File: src/rtl/ifq_fetch_unit.sv
// Instruction fetch/prefetch unit: word fetch over req/ack, small in-order queue toward decode.
// Optional performance counters are enabled by defining IFQ_PERF_EN.
module ifq_fetch_unit #(
  parameter int unsigned DEPTH = 4,
  parameter int unsigned AW    = 10
) (
  input  logic          clk1,
  input  logic          rst_n,
  output logic          imem_req,
  output logic [AW-1:0] imem_addr,
  input  logic          imem_ack,
  input  logic [31:0]   imem_rdata,
  input  logic          redirect,
  input  logic [AW-1:0] redirect_pc,
  input  logic          halt,
  output logic          if_valid,
  output logic [31:0]   if_ir,
  output logic [31:0]   if_npc,
  input  logic          if_ready
`ifdef IFQ_PERF_EN
  ,
  output logic [15:0]   perf_fetch_cnt,
  output logic [15:0]   perf_flush_cnt
`endif
);

  localparam int unsigned CW = $clog2(DEPTH) + 1;

  typedef enum logic [1:0] {FETCH, WAIT, DRAIN, HALTED} state_t;

  state_t           state;
  logic [AW-1:0]    fetch_pc;
  logic             halt_q;
  logic [CW-1:0]    cnt;
  logic [DEPTH-1:0] q_vld;
  logic [31:0]      q_ir  [DEPTH];
  logic [31:0]      q_npc [DEPTH];

  logic          ack_c;
  logic          pop_c;
  logic          flush_c;
  logic          halting_c;
  logic          push_c;
  logic [CW-1:0] wr_idx_c;
  logic [CW-1:0] cnt_after_c;
  logic [AW-1:0] pc_inc_c;
  logic [AW-1:0] target_c;
  logic [31:0]   npc_c;

  // Per-edge events; an ack only counts against a live request.
  always_comb begin
    ack_c       = imem_ack && imem_req;
    pop_c       = q_vld[0] && if_ready;
    flush_c     = redirect && (state != HALTED);
    halting_c   = halt || halt_q;
    push_c      = ack_c && (state == WAIT) && !flush_c;
    wr_idx_c    = cnt - CW'(pop_c);
    cnt_after_c = wr_idx_c + CW'(push_c);
    pc_inc_c    = fetch_pc + AW'(1);
    npc_c       = 32'(fetch_pc) + 32'd1;
    target_c    = flush_c ? redirect_pc : fetch_pc;
  end

  // Fetch control: request issue, back-to-back streaming, redirect drain, halt.
  always_ff @(posedge clk1 or negedge rst_n) begin
    if (!rst_n) begin
      state     <= FETCH;
      fetch_pc  <= '0;
      halt_q    <= 1'b0;
      imem_req  <= 1'b0;
      imem_addr <= '0;
    end else begin
      if (halt) halt_q <= 1'b1;

      if (flush_c)     fetch_pc <= redirect_pc;
      else if (push_c) fetch_pc <= pc_inc_c;

      case (state)
        FETCH: begin
          if (halting_c) begin
            state <= HALTED;
          end else if (flush_c) begin
            imem_req  <= 1'b1;
            imem_addr <= redirect_pc;
            state     <= WAIT;
          end else if (cnt < CW'(DEPTH)) begin
            imem_req  <= 1'b1;
            imem_addr <= fetch_pc;
            state     <= WAIT;
          end
        end
        WAIT: begin
          if (ack_c) begin
            if (halting_c) begin
              imem_req <= 1'b0;
              state    <= HALTED;
            end else if (flush_c) begin
              imem_addr <= redirect_pc;
            end else if (cnt_after_c < CW'(DEPTH)) begin
              imem_addr <= pc_inc_c;
            end else begin
              imem_req <= 1'b0;
              state    <= FETCH;
            end
          end else if (flush_c) begin
            // Old request stays on the bus until memory answers; its data is dropped.
            state <= DRAIN;
          end
        end
        DRAIN: begin
          if (ack_c) begin
            if (halting_c) begin
              imem_req <= 1'b0;
              state    <= HALTED;
            end else begin
              imem_addr <= target_c;
              state     <= WAIT;
            end
          end
        end
        HALTED: begin
          imem_req <= 1'b0;
        end
        default: begin
          imem_req <= 1'b0;
          state    <= FETCH;
        end
      endcase
    end
  end

  // Shift queue: entry 0 is the head, so decode outputs come straight from flops.
  always_ff @(posedge clk1 or negedge rst_n) begin
    if (!rst_n) begin
      cnt   <= '0;
      q_vld <= '0;
      for (int i = 0; i < int'(DEPTH); i++) begin
        q_ir[i]  <= '0;
        q_npc[i] <= '0;
      end
    end else if (flush_c) begin
      cnt   <= '0;
      q_vld <= '0;
    end else begin
      if (pop_c) begin
        for (int i = 0; i < int'(DEPTH) - 1; i++) begin
          q_ir[i]  <= q_ir[i+1];
          q_npc[i] <= q_npc[i+1];
        end
        q_vld <= q_vld >> 1;
      end
      for (int i = 0; i < int'(DEPTH); i++) begin
        if (push_c && (CW'(i) == wr_idx_c)) begin
          q_ir[i]  <= imem_rdata;
          q_npc[i] <= npc_c;
          q_vld[i] <= 1'b1;
        end
      end
      cnt <= cnt_after_c;
    end
  end

  assign if_valid = q_vld[0];
  assign if_ir    = q_ir[0];
  assign if_npc   = q_npc[0];

`ifdef IFQ_PERF_EN
  // Saturating event counters.
  always_ff @(posedge clk1 or negedge rst_n) begin
    if (!rst_n) begin
      perf_fetch_cnt <= '0;
      perf_flush_cnt <= '0;
    end else begin
      if (push_c && (perf_fetch_cnt != 16'hFFFF))
        perf_fetch_cnt <= perf_fetch_cnt + 16'd1;
      if (flush_c && (perf_flush_cnt != 16'hFFFF))
        perf_flush_cnt <= perf_flush_cnt + 16'd1;
    end
  end
`endif

endmodule

File: config.mk
export PLATFORM = sky130hd
export DESIGN_NAME = ifq_fetch_unit
export DESIGN_NICKNAME = d
export VERILOG_FILES = /design/src/rtl/ifq_fetch_unit.sv
export SDC_FILE = /design/constraint.sdc
export NUM_CORES = 1
export LEC_CHECK = 0
export CAP_MARGIN = 20
export CORE_ASPECT_RATIO = 2
export CORE_UTILIZATION = 55
export DETAILED_ROUTE_END_ITERATION = 16
export PLACE_DENSITY_LB_ADDON = 0.1
export SETUP_SLACK_MARGIN = 0.2
export SYNTH_ARGS = -nofsm -noshare
export SYNTH_HDL_FRONTEND = slang
export SYNTH_SLANG_ARGS = --single-unit
File: constraint.sdc
create_clock -name clk1 -period 5.8 [get_ports clk1]
set_input_delay 0.58 -clock clk1 [delete_from_list [all_inputs] [get_ports clk1]]
set_output_delay 0.58 -clock clk1 [all_outputs]
set_load 0.02 [all_outputs]
# Word level (Yosys, flattened, before mapping)
# Index checks and enable logic that the tools add are counted.
# totals
ff_bits	287
out_inout_bits	76
# op_classes
n_lt_le_gt_ge	2
addsub	4
muxes	49
n_reduce_logical	29
n_bitwise	1
n_eq_ne	21
# op_table
operator	n
$mux W32	6
$mux W96	2
$mux W10	12
$pmux W10 S3	1
$mux W2	10
$reduce_bool A3 Y1	5
$ne A2 B2 Y1 const B	7
$mux W1	13
$ne A3 B3 Y1 const B	4
$ne A4 B4 Y1 const B	3
$add A10 B1 Y11 const B	1
$add A10 B1 Y10 const B	1
$logic_and A1 B1 Y1	9
$mux W4	2
$reduce_and A2 Y1	4
$reduce_and A8 Y1	1
$reduce_bool A2 Y1	4
$reduce_and A7 Y1	1
$eq A2 B3 Y1 const A	2
$lt A3 B3 Y1 const B	2
$pmux W2 S3	1
$reduce_and A6 Y1	1
$eq A2 B2 Y1 const B	2
$pmux W1 S4	1
11 further kinds	11

# Longest topological paths before layout
# Gate-level depths: netlist of run 1.
# depth
word_depth	11
mapped_depth	11
mapped_depth_nobuf	9

# Least setup slack after synthesis of run 1
# No wires, ideal clock.
# synth_path
path_kind	input port to flip-flop
from	in if_ready
to	reg imem_addr[0]
required_ps	5675
t_arrival_ps	3077
stages	11
setup_slack_ps	2598
cell_sequence	nand2_1 > xor2_1 > inv_1 > clkbuf_1 > clkbuf_1 > ha_1 > ha_1 > xor3_1 > a21o_1 > a21oi_2 > mux2_2
# synth_via
elab_chain_len	6
# synth_rtl
item	line_no	text
start, declared	19	input logic if_ready
$logic_and A1 B1 Y1	53	pop_c = q_vld[0] && if_ready;
$sub A3 B1 Y3	57	wr_idx_c = cnt - CW'(pop_c);
$add A3 B1 Y3	58	cnt_after_c = wr_idx_c + CW'(push_c);
$lt A3 B3 Y1	99	end else if (cnt_after_c < CW'(DEPTH)) begin
$ne A3 B2 Y1 (no source line)	--	
$reduce_and A8 Y1 (no source line)	--	
end signal, assigned	98	imem_addr <= redirect_pc;
end signal, assigned	100	imem_addr <= pc_inc_c;
end signal, assigned	116	imem_addr <= target_c;
end, declared	10	output logic [AW-1:0] imem_addr,
# No other way between the ends.
# A chain may end at the register's enable or synchronous reset.

# Worst setup path after layout of run 1
# layout_path
from	in if_ready
to	reg q_ir[17] in the netlist's numbering
# layout_via
elab_chain_len	5
# layout_rtl
item	line_no	text
$logic_and A1 B1 Y1	53	
$sub A3 B1 Y3	57	
$eq A2 B3 Y1	153	if (push_c && (CW'(i) == wr_idx_c)) begin
$logic_and A1 B1 Y1	153	
$reduce_and A2 Y1 (no source line)	--	
end signal, assigned by index	147	q_ir[i] <= q_ir[i+1];
end signal, assigned by index	154	q_ir[i] <= imem_rdata;
end, declared	36	logic [31:0] q_ir [DEPTH];
# No other way between the ends.

==> impl_metrics.tcl, run 1 <==
set metrics [dict create \
    power_density_mw_per_mm2 279 \
    maxSlewHeadroom_pct 31.0 \
    place_ws_ns 1.74 \
    period_needed_ns 3.57 \
    setup_viol_count_final 0 \
    vdd_drop_max_mv 0.312 \
    tightest_slew_ns 1.03 \
    port_buffers 102 \
    rsz0062_at_grt "false" \
    register_area_mm2 0.00508 \
    cts.htree.levels 1 \
    crit_path_start "if_ready" \
    syn_area_mm2 0.0103 \
    wire_per_inst_um 19.3 \
    intPower_mw 2.43 \
    synth_ff_type "dfrtp_1" \
    mostFrequentLayoutCells "mux2_2 (239), dfrtp_1 (203), clkdlybuf4s50_1 (101), mux2i_1 (68), a21oi_1 (26)" \
    ys_types 54 \
    path_cells "clkdlybuf4s50_1 -> nand2_1 -> nor2_1 -> ha_1 -> nor4_4 -> nand2_2 -> mux2_2" \
    crit_slowest_cell "nor4_4" \
    dieHeight_um 195 \
    chipWidth_um 98.6 \
    area_growth_pct 13.9 \
    dpl.hpwl_um 13900 \
    ff2ff_path_depth 4 \
    cts_tree "yes" \
    dr.first_iter.drc_count 164 \
    yosysSeqAreaShare_pct 49.4 \
    outcome "finished clean" \
    synthMuxAreaShare_pct 32.8 \
    layout_commonest_cell "mux2_2" \
    synth_compound_area_share_pct 4.19 \
    fin_nets 892 \
    synth_edf_count 0 \
    reg2reg_to "q_ir[17]$_DFFE_PN0P_" \
    fillers 1456 \
    die-area_mm2 0.0193 \
    grtUsageTotal_pct 22.3 \
    drv_cap 0 \
    cpPeakStageDelay_ns 0.81 \
    synth-seq-cells 203 \
    synth_fa_ha_area_share_pct 0.585 \
    crit_fanout 36 \
    crit_type "in2reg" \
    ctsRootBufferMaster "clkbuf_16" \
    crit_path_end_kind "flip-flop" \
    first_pass_iters 4 \
    finClkSkew_ns 0.0157 \
    synth_xor_area_share_pct 2.02 \
    synthArstFlopShare_pct 100 \
    syn_inst 802 \
    rr_startpoint "state[0]$_DFFE_PN0P_" \
    cp_data_required_time_ns 6.16 \
    max_freq_mhz 280 \
    grt_pass1_wl_um 34500 \
    grt_pass1_vias 6777 \
    seqPwrFrac_pct 46.7 \
    antenna_found_initial 0 \
    overflow 0 \
    drcViolationCount 0 \
    start_util_pct 56.1 \
    endpoint "q_ir[17]$_DFFE_PN0P_" \
    slew_violations 0 \
    synth_top_family_by_area "multiplexers" \
    hold_violations 0 \
    pwr-share-comb_pct 12.1 \
    clk_latency_ns 0.48 \
    worst_slack_ns 2.23 \
    io_pins 124 \
    grt_start_max_net_pins 79 \
    cp-start-kind "primary input" \
    cts_buffers 19 \
    core_mm2 0.0183 \
    synthSimpleGateAreaFrac_pct 3.86 \
    vias 6149 \
    fin_setup_tns_ns 0 \
    ctsLongestPathBuffers 3 \
    rows 70 \
    vias_per_cell 5.77 \
    multiInputGateArea_mm2 0.00456 \
    ctsHoldBuffers 0 \
    diodes 0 \
    clkSinkCount 203 \
    clockPowerShare_pct 41.3 \
    leakagePower_nw 5.60 \
    cts_resized 0 \
    wl_um 20500 \
    holdCritPathClass "in2async" \
    p_sw_uw 827 \
    reg2reg_slack_ns 2.33 \
    switching_share_pct 25.3 \
    synth_area_per_cell_um2 12.8 \
    clk_pin_slew_ns 0.06 \
    place.gp.congestion 0.809 \
    yosys_warnings 0 \
    drive_gt1_share_pct 34.2 \
    post-cts-setup-buffer-count 0 \
    fin_crit_sh_pct 61.5 \
    ant_nets 0 \
    worst_ep_arrival_time_ns 3.93 \
]
[power groups by stage]
| stage | Sequential, mW | Clock (mW) | Combinational [mW] |
|---|---|---|---|
| global placement | 1.54 | 0 | 0.385 |
| detailed placement | 1.55 | 0 | 0.393 |
| floorplan | 1.51 | 0 | 0.259 |
| global route | 1.53 | 1.44 | 0.426 |
| CTS | 1.52 | 1.38 | 0.395 |
| finish | 1.52 | 1.35 | 0.394 |
[Yosys cell counts (all sizes together) (2+ instances only)]
cell type	n	area (um^2)
dfrtp	203	5080
xnor2	14	123
ha	4	50.1
nand4	2	12.5
nand4b	2	17.5
or3	3	18.8
and2	2	12.5
a31oi	12	75.1
o31ai	2	15.0
nand2	13	53.8
mux2i	68	681
nand3	10	50.1
xor2	7	61.3
a21oi	27	139
nor3	5	25.0
nor4	4	40.0
nand2b	3	18.8
or4	2	15.0
o21ai	9	45.0
buf	88	596
nor2	21	78.8
mux2	239	2690
o31a	4	35.0
inv	8	30.0
a21boi	2	15.0
clkbuf	26	97.6
[metal layers]
layer	part of all wire, %	up-vias	GRT usage (%)
met5	0	-	0
met4	3.9	0	9.29
met3	2.7	41	2.54
met2	57	109	42.6
met1	37	3156	24.6
li1	-	2843	-
[how the worst min path moves through the flow]
stage / from / end / cells after the start
2_1_floorplan: rst_n / cnt[0]$_DFF_PN0_ / 0
3_3_place_gp: q_ir[0]$_DFFE_PN0P_ / q_ir[0]$_DFFE_PN0P_ / 1
3_5_place_dp: q_ir[18]$_DFFE_PN0P_ / q_ir[18]$_DFFE_PN0P_ / 1
4_1_cts: rst_n / if_ir[3]$_DFFE_PN0P_ / 1
5_1_grt: rst_n / if_ir[5]$_DFFE_PN0P_ / 1
6_report: rst_n / if_ir[5]$_DFFE_PN0P_ / 1
[cell type report]
class | count | area share, %
tap | 216 | 2.31
inverter | 8 | 0.257
clock inverter | 9 | 1.48
sequential | 203 | 43.4
clock buffer | 21 | 4.21
multi-input combinational | 497 | 39.0
timing repair buffer | 111 | 9.34
[kinds of logic after synthesis]
family | after synthesis
muxes | 307
DFF | 203
buffers and inverters | 122
and+or+nand+nor | 74
AOI/OAI and AO/OA | 68
xor gates and xnor gates | 22
adders and majority gates | 5
other | 1
[per-stage QoR]
stage	hold WS, ns	cell area [um^2]	cells	util, %	power (mW)
2_1_floorplan	0.284	10300	822	-	1.77
3_3_place_gp	0.482	11000	1035	60.3	1.93
3_5_place_dp	0.493	11000	1035	60.3	1.94
4_1_cts	0.153	11700	1065	63.9	3.29
5_1_grt	0.164	11700	1065	63.9	3.40
6_report	0.133	11700	1065	63.9	3.26
[sequential cells by signal, indices dropped and copies added (netlist names)]
| signal | count |
|---|---|
| q_npc | 33 |
| imem_req | 1 |
| imem_addr | 10 |
| cnt | 3 |
| if_npc | 11 |
| if_ir | 32 |
| fetch_pc | 10 |
| halt_q | 1 |
| q_ir | 96 |
| q_vld | 4 |
| state | 2 |
[critical path, delay by kind of cell]
family | cells | cell delay [ns]
AND/OR/NAND/NOR | 4 | 1.98
multiplexers | 1 | 0.53
buffers and inverters | 1 | 0.49
adder cells (fa/ha/maj) | 1 | 0.32
Power figures use the tool's default switching activity.
==> run 2, diff against run 1 <==
CORE_UTILIZATION = 51   (was 55)
clock period = 3.25 ns   (was 5.8 ns; I/O delays follow)
==> run 2 against run 1 <==
Net effect:
- combinational power is 83% higher
- worst setup slack worse by 1.6 ns
- first-iteration DRC count is 1.8% higher
- clock skew is 0.0045 ns lower
- critical path type is now reg2reg
- largest power group unchanged
==> impl_metrics.tcl, run 2 (same netlist as run 1, synthesis figures left out) <==
set metrics [dict create \
    outcome "finished clean" \
    wire_per_inst_um 18.6 \
    crit_fanout 10 \
    grtUsageTotal_pct 21.0 \
    cts.htree.levels 1 \
    regMostFlops "q_ir" \
    leakagePower_nw 5.69 \
    holdCritPathClass "in2async" \
    port_buffers 102 \
    wl_um 21100 \
    layout_commonest_cell "mux2_2" \
    hold_violations 0 \
    drcViolationCount 0 \
    clk_pin_slew_ns 0.06 \
    power_density_mw_per_mm2 478 \
    ff2ff_path_depth 8 \
    register_area_mm2 0.00508 \
    clkSinkCount 203 \
    crit_path_end_kind "flip-flop" \
    place_ws_ns 0.208 \
    fin_crit_sh_pct 81.1 \
    ant_nets 0 \
    cts_resized 0 \
    reg2reg_slack_ns 0.61 \
    worst_ep_arrival_time_ns 3.00 \
    clk_latency_ns 0.49 \
    finClkSkew_ns 0.0112 \
    io_pins 124 \
    vias 6194 \
    maxSlewHeadroom_pct 47.9 \
    cp_data_required_time_ns 3.62 \
    reg2reg_to "imem_addr[5]$_DFFE_PN0P_" \
    cts_tree "yes" \
    antenna_found_initial 0 \
    grt_start_max_net_pins 95 \
    mostFrequentLayoutCells "mux2_2 (239), dfrtp_1 (203), clkdlybuf4s50_1 (101), mux2i_1 (68), a21oi_1 (26)" \
    ctsLongestPathBuffers 3 \
    rsz0062_at_grt "false" \
    area_growth_pct 16.1 \
    crit_type "reg2reg" \
    fillers 1672 \
    core_mm2 0.0198 \
    fin_nets 909 \
    overflow 0 \
    dieHeight_um 203 \
    first_pass_iters 4 \
    cp-start-kind "flip-flop" \
    dr.first_iter.drc_count 167 \
    dpl.hpwl_um 14100 \
    grt_pass1_wl_um 34100 \
    setup_viol_count_final 0 \
    endpoint "imem_addr[5]$_DFFE_PN0P_" \
    diodes 0 \
    chipWidth_um 102 \
    post-cts-setup-buffer-count 0 \
    drive_gt1_share_pct 35.3 \
    fin_setup_tns_ns 0 \
    ctsHoldBuffers 1 \
    dpl_cell_area_mm2 0.0113 \
    vias_per_cell 5.47 \
    cts_buffers 20 \
    p_total_mw 5.70 \
    slew_violations 0 \
    ctsRootBufferMaster "clkbuf_16" \
    die-area_mm2 0.0208 \
    rr_startpoint "state[1]$_DFFE_PN0P_" \
    place.gp.congestion 0.852 \
    drv_cap 0 \
    max_freq_mhz 379 \
    rows 73 \
    vdd_drop_max_mv 0.342 \
    fin_area_mm2 0.0119 \
    period_needed_ns 2.64 \
    start_util_pct 51.8 \
    multiInputGateArea_mm2 0.00457 \
    crit_path_start "state[1]$_DFFE_PN0P_" \
    largest_register_ffs 96 \
    worst_slack_ns 0.615 \
    tightest_slew_ns 0.781 \
    grt_pass1_vias 6802 \
]
[run 2: cell count changes in the layout (fill, tap and decap cells not counted), moves of 2 or more]
cell	before	now
clkinv_2	3	5
buf_12	0	5
clkbuf_8	2	4
bufinv_16	5	1
clkbuf_16	19	21
buf_4	9	19
clkbuf_1	1	4
[run 2: per-layer routing]
layer	GRT usage, %	vias to the layer above	share of wire (%)
met3	2.55	32	3.0
met4	8.83	0	3.7
met2	39.4	106	56
met5	0	-	0
li1	-	2877	-
met1	23.2	3179	38
[run 2: where the power goes]
| group | switching, mW | leakage (nW) | internal, mW |
|---|---|---|---|
| Combinational | 0.445 | 2.61 | 0.275 |
| Clock | 0.944 | 0.323 | 1.33 |
| Sequential | 0.107 | 2.76 | 2.60 |
[run 2: final cells by class]
| type | instances | area share [%] |
|---|---|---|
| multi-input cells | 497 | 38.3 |
| clock inverters | 7 | 0.535 |
| clock buffers | 28 | 4.88 |
| inverters | 8 | 0.252 |
| repair buffers | 127 | 10.7 |
| well taps | 262 | 2.75 |
| flip-flops and latches | 203 | 42.6 |
[run 2: worst min path at each step]
| stage | startpoint | endpoint | slack [ns] | cells after the start |
|---|---|---|---|---|
| floorplan | rst_n | cnt[0]$_DFF_PN0_ | 0.03 | 0 |
| global route | redirect_pc[1] | fetch_pc[1]$_DFFE_PN0P_ | 0.47 | 3 |
| finish | rst_n | if_ir[7]$_DFFE_PN0P_ | 0.46 | 2 |
| CTS | redirect_pc[2] | fetch_pc[2]$_DFFE_PN0P_ | 0.45 | 3 |
| detailed placement | rst_n | if_ir[7]$_DFFE_PN0P_ | 0.46 | 1 |
| global placement | rst_n | q_ir[71]$_DFFE_PN0P_ | 0.45 | 1 |
[run 2: critical path: stages (launching register included)]
cell	delay, ns
dfrtp_1	0.38
or3b_4	0.44
nor2_1	0.12
ha_1	0.15
ha_1	0.20
xor3_1	0.26
a21o_1	0.23
a21oi_4	0.34
mux2_2	0.38
[run 2: through the flow]
step | util [%] | hold slack, ns | cells
after floorplan | - | 0.0294 | 822
after global placement | 56.9 | 0.450 | 1096
after detailed placement | 56.9 | 0.458 | 1096
after CTS | 60.2 | 0.448 | 1132
after global routing | 60.2 | 0.465 | 1132
final | 60.2 | 0.456 | 1132
==> run 3, diff against run 2 <==
CORE_UTILIZATION = 55   (was 51)
clock period = 2.7 ns   (was 3.25 ns; I/O delays follow)
==> run 3 against run 2 <==
Net effect:
- core utilization increased by 5.6 points
- sequential power increased by 20%
- die area down 7.2%
- largest cell class unchanged
==> impl_metrics.tcl, run 3 (same netlist as run 1, synthesis figures left out) <==
set metrics [dict create \
    finClkSkew_ns 0.0142 \
    setup_viol_count_final 0 \
    tightest_slew_ns 0.715 \
    ctsLongestPathBuffers 3 \
    grt_start_max_net_pins 84 \
    fin_area_mm2 0.0120 \
    drive_gt1_share_pct 36.6 \
    maxSlewHeadroom_pct 52.0 \
    grt_pass1_wl_um 34800 \
    leakagePower_nw 5.76 \
    io_pins 124 \
    diodes 0 \
    rsz0062_at_grt "false" \
    vias_per_cell 5.74 \
    drcViolationCount 0 \
    crit_fanout 10 \
    ant_nets 0 \
    dpl_cell_area_mm2 0.0114 \
    hold_violations 0 \
    vias 6266 \
    cts.htree.levels 1 \
    dr.first_iter.drc_count 195 \
    die-area_mm2 0.0193 \
    p_total_mw 6.72 \
    antenna_found_initial 0 \
    layout_commonest_cell "mux2_2" \
    clkSinkCount 203 \
    rows 70 \
    cp_data_required_time_ns 3.06 \
    regMostFlops "q_ir" \
    fillers 1385 \
    clk_latency_ns 0.48 \
    crit_path_end_kind "flip-flop" \
    ff2ff_path_depth 9 \
    worst_ep_arrival_time_ns 2.78 \
    wl_um 21300 \
    cts_tree "yes" \
    overflow 0 \
    vdd_drop_max_mv 0.404 \
    cp-start-kind "flip-flop" \
    placed_cells 1061 \
    first_pass_iters 4 \
    holdWs_ns 0.401 \
    core_mm2 0.0183 \
    area_growth_pct 17.1 \
    power_density_mw_per_mm2 558 \
    drv_cap 0 \
    chipWidth_um 98.6 \
    holdCritPathClass "in2async" \
    outcome "finished clean" \
    dpl.hpwl_um 14400 \
    grtUsageTotal_pct 22.8 \
    fin_nets 919 \
    largest_register_ffs 96 \
    place.gp.congestion 0.845 \
    ctsRootBufferMaster "clkbuf_16" \
    dieHeight_um 195 \
    fin_setup_tns_ns 0 \
    fin_crit_sh_pct 89.5 \
    port_buffers 102 \
    period_needed_ns 2.42 \
    cts_buffers 19 \
    mostFrequentLayoutCells "mux2_2 (230), dfrtp_1 (202), clkdlybuf4s50_1 (101), mux2i_1 (68), a21oi_1 (26)" \
    crit_type "reg2reg" \
    post-cts-setup-buffer-count 0 \
    grt_pass1_vias 6830 \
    clk_pin_slew_ns 0.07 \
    start_util_pct 56.1 \
    final_cells 1092 \
    slew_violations 0 \
    wire_per_inst_um 19.5 \
    max_freq_mhz 414 \
]
run 3: cell count changes in the layout (fill, tap and decap cells not counted), sizes merged:
cell      before  now
clkinvlp       0    1
buf           24   35
clkinv         6    4
clkbuf        29   25
run 3: layout make-up:
cell class / count / area (um^2) / area share [%]
tap: 216 / 270 / 2.25
clock buffer: 24 / 524 / 4.36
multi-input combinational: 497 / 4650 / 38.6
inverter: 8 / 30.0 / 0.250
timing repair buffer: 138 / 1420 / 11.8
sequential: 203 / 5080 / 42.2
clock inverter: 6 / 57.6 / 0.478
run 3: metal layers:
| layer | global-route usage [%] | vias to the layer above | routed length [um] |
|---|---|---|---|
| met5 | 0 | - | 0 |
| met4 | 10.7 | 0 | 924 |
| met2 | 43.5 | 114 | 11800 |
| met3 | 2.22 | 43 | 502 |
| met1 | 25.0 | 3209 | 8050 |
| li1 | - | 2900 | - |
run 3: repair_timing:
item | CTS | global route
gates resized for setup | 1 | 1
hold buffers | 1 | 0
cloned | 0 | 0
setup endpoints to repair | 9 | 9
endpoints found under the hold margin | 78 | 0
run 3: worst paths after layout:
kind	startpoint	slack (ns)	endpoint
min in group clk1	redirect_pc[4]	0.45	fetch_pc[4]$_DFFE_PN0P_
max in group asynchronous	rst_n	1.40	imem_addr[8]$_DFFE_PN0P_
worst max-delay path	state[1]$_DFFE_PN0P_	0.28	imem_addr[1]$_DFFE_PN0P_
worst min register to register	q_ir[27]$_DFFE_PN0P_	0.50	q_ir[27]$_DFFE_PN0P_
worst max register to register	state[1]$_DFFE_PN0P_	0.28	imem_addr[1]$_DFFE_PN0P_
worst min-delay path	rst_n	0.40	q_ir[7]$_DFFE_PN0P_
run 3: worst max-delay path, cell delays in order (launching register included):
cell and delay [ns]:
dfrtp_1 0.39, or3b_4 0.42, nor2_4 0.12, ha_4 0.15, ha_4 0.13, xor3_1 0.27
a21o_1 0.22, a21oi_4 0.15, buf_12 0.16, mux2_4 0.30
run 3: power by group:
part           internal [mW]  total [mW]  switching (mW)
logic                  0.356       0.923           0.566
clock network           1.46        2.56            1.09
registers               3.12        3.24           0.118
total                   4.94        6.72            1.78
run 3: through the flow:
step           utilization [%]  setup WS, ns
5_1_grt                   65.7         0.217
3_3_place_gp              62.5       -0.0806
4_1_cts                   65.7         0.251
3_5_place_dp              62.5        -0.137
6_report                  65.7         0.283
2_1_floorplan                -        0.0986
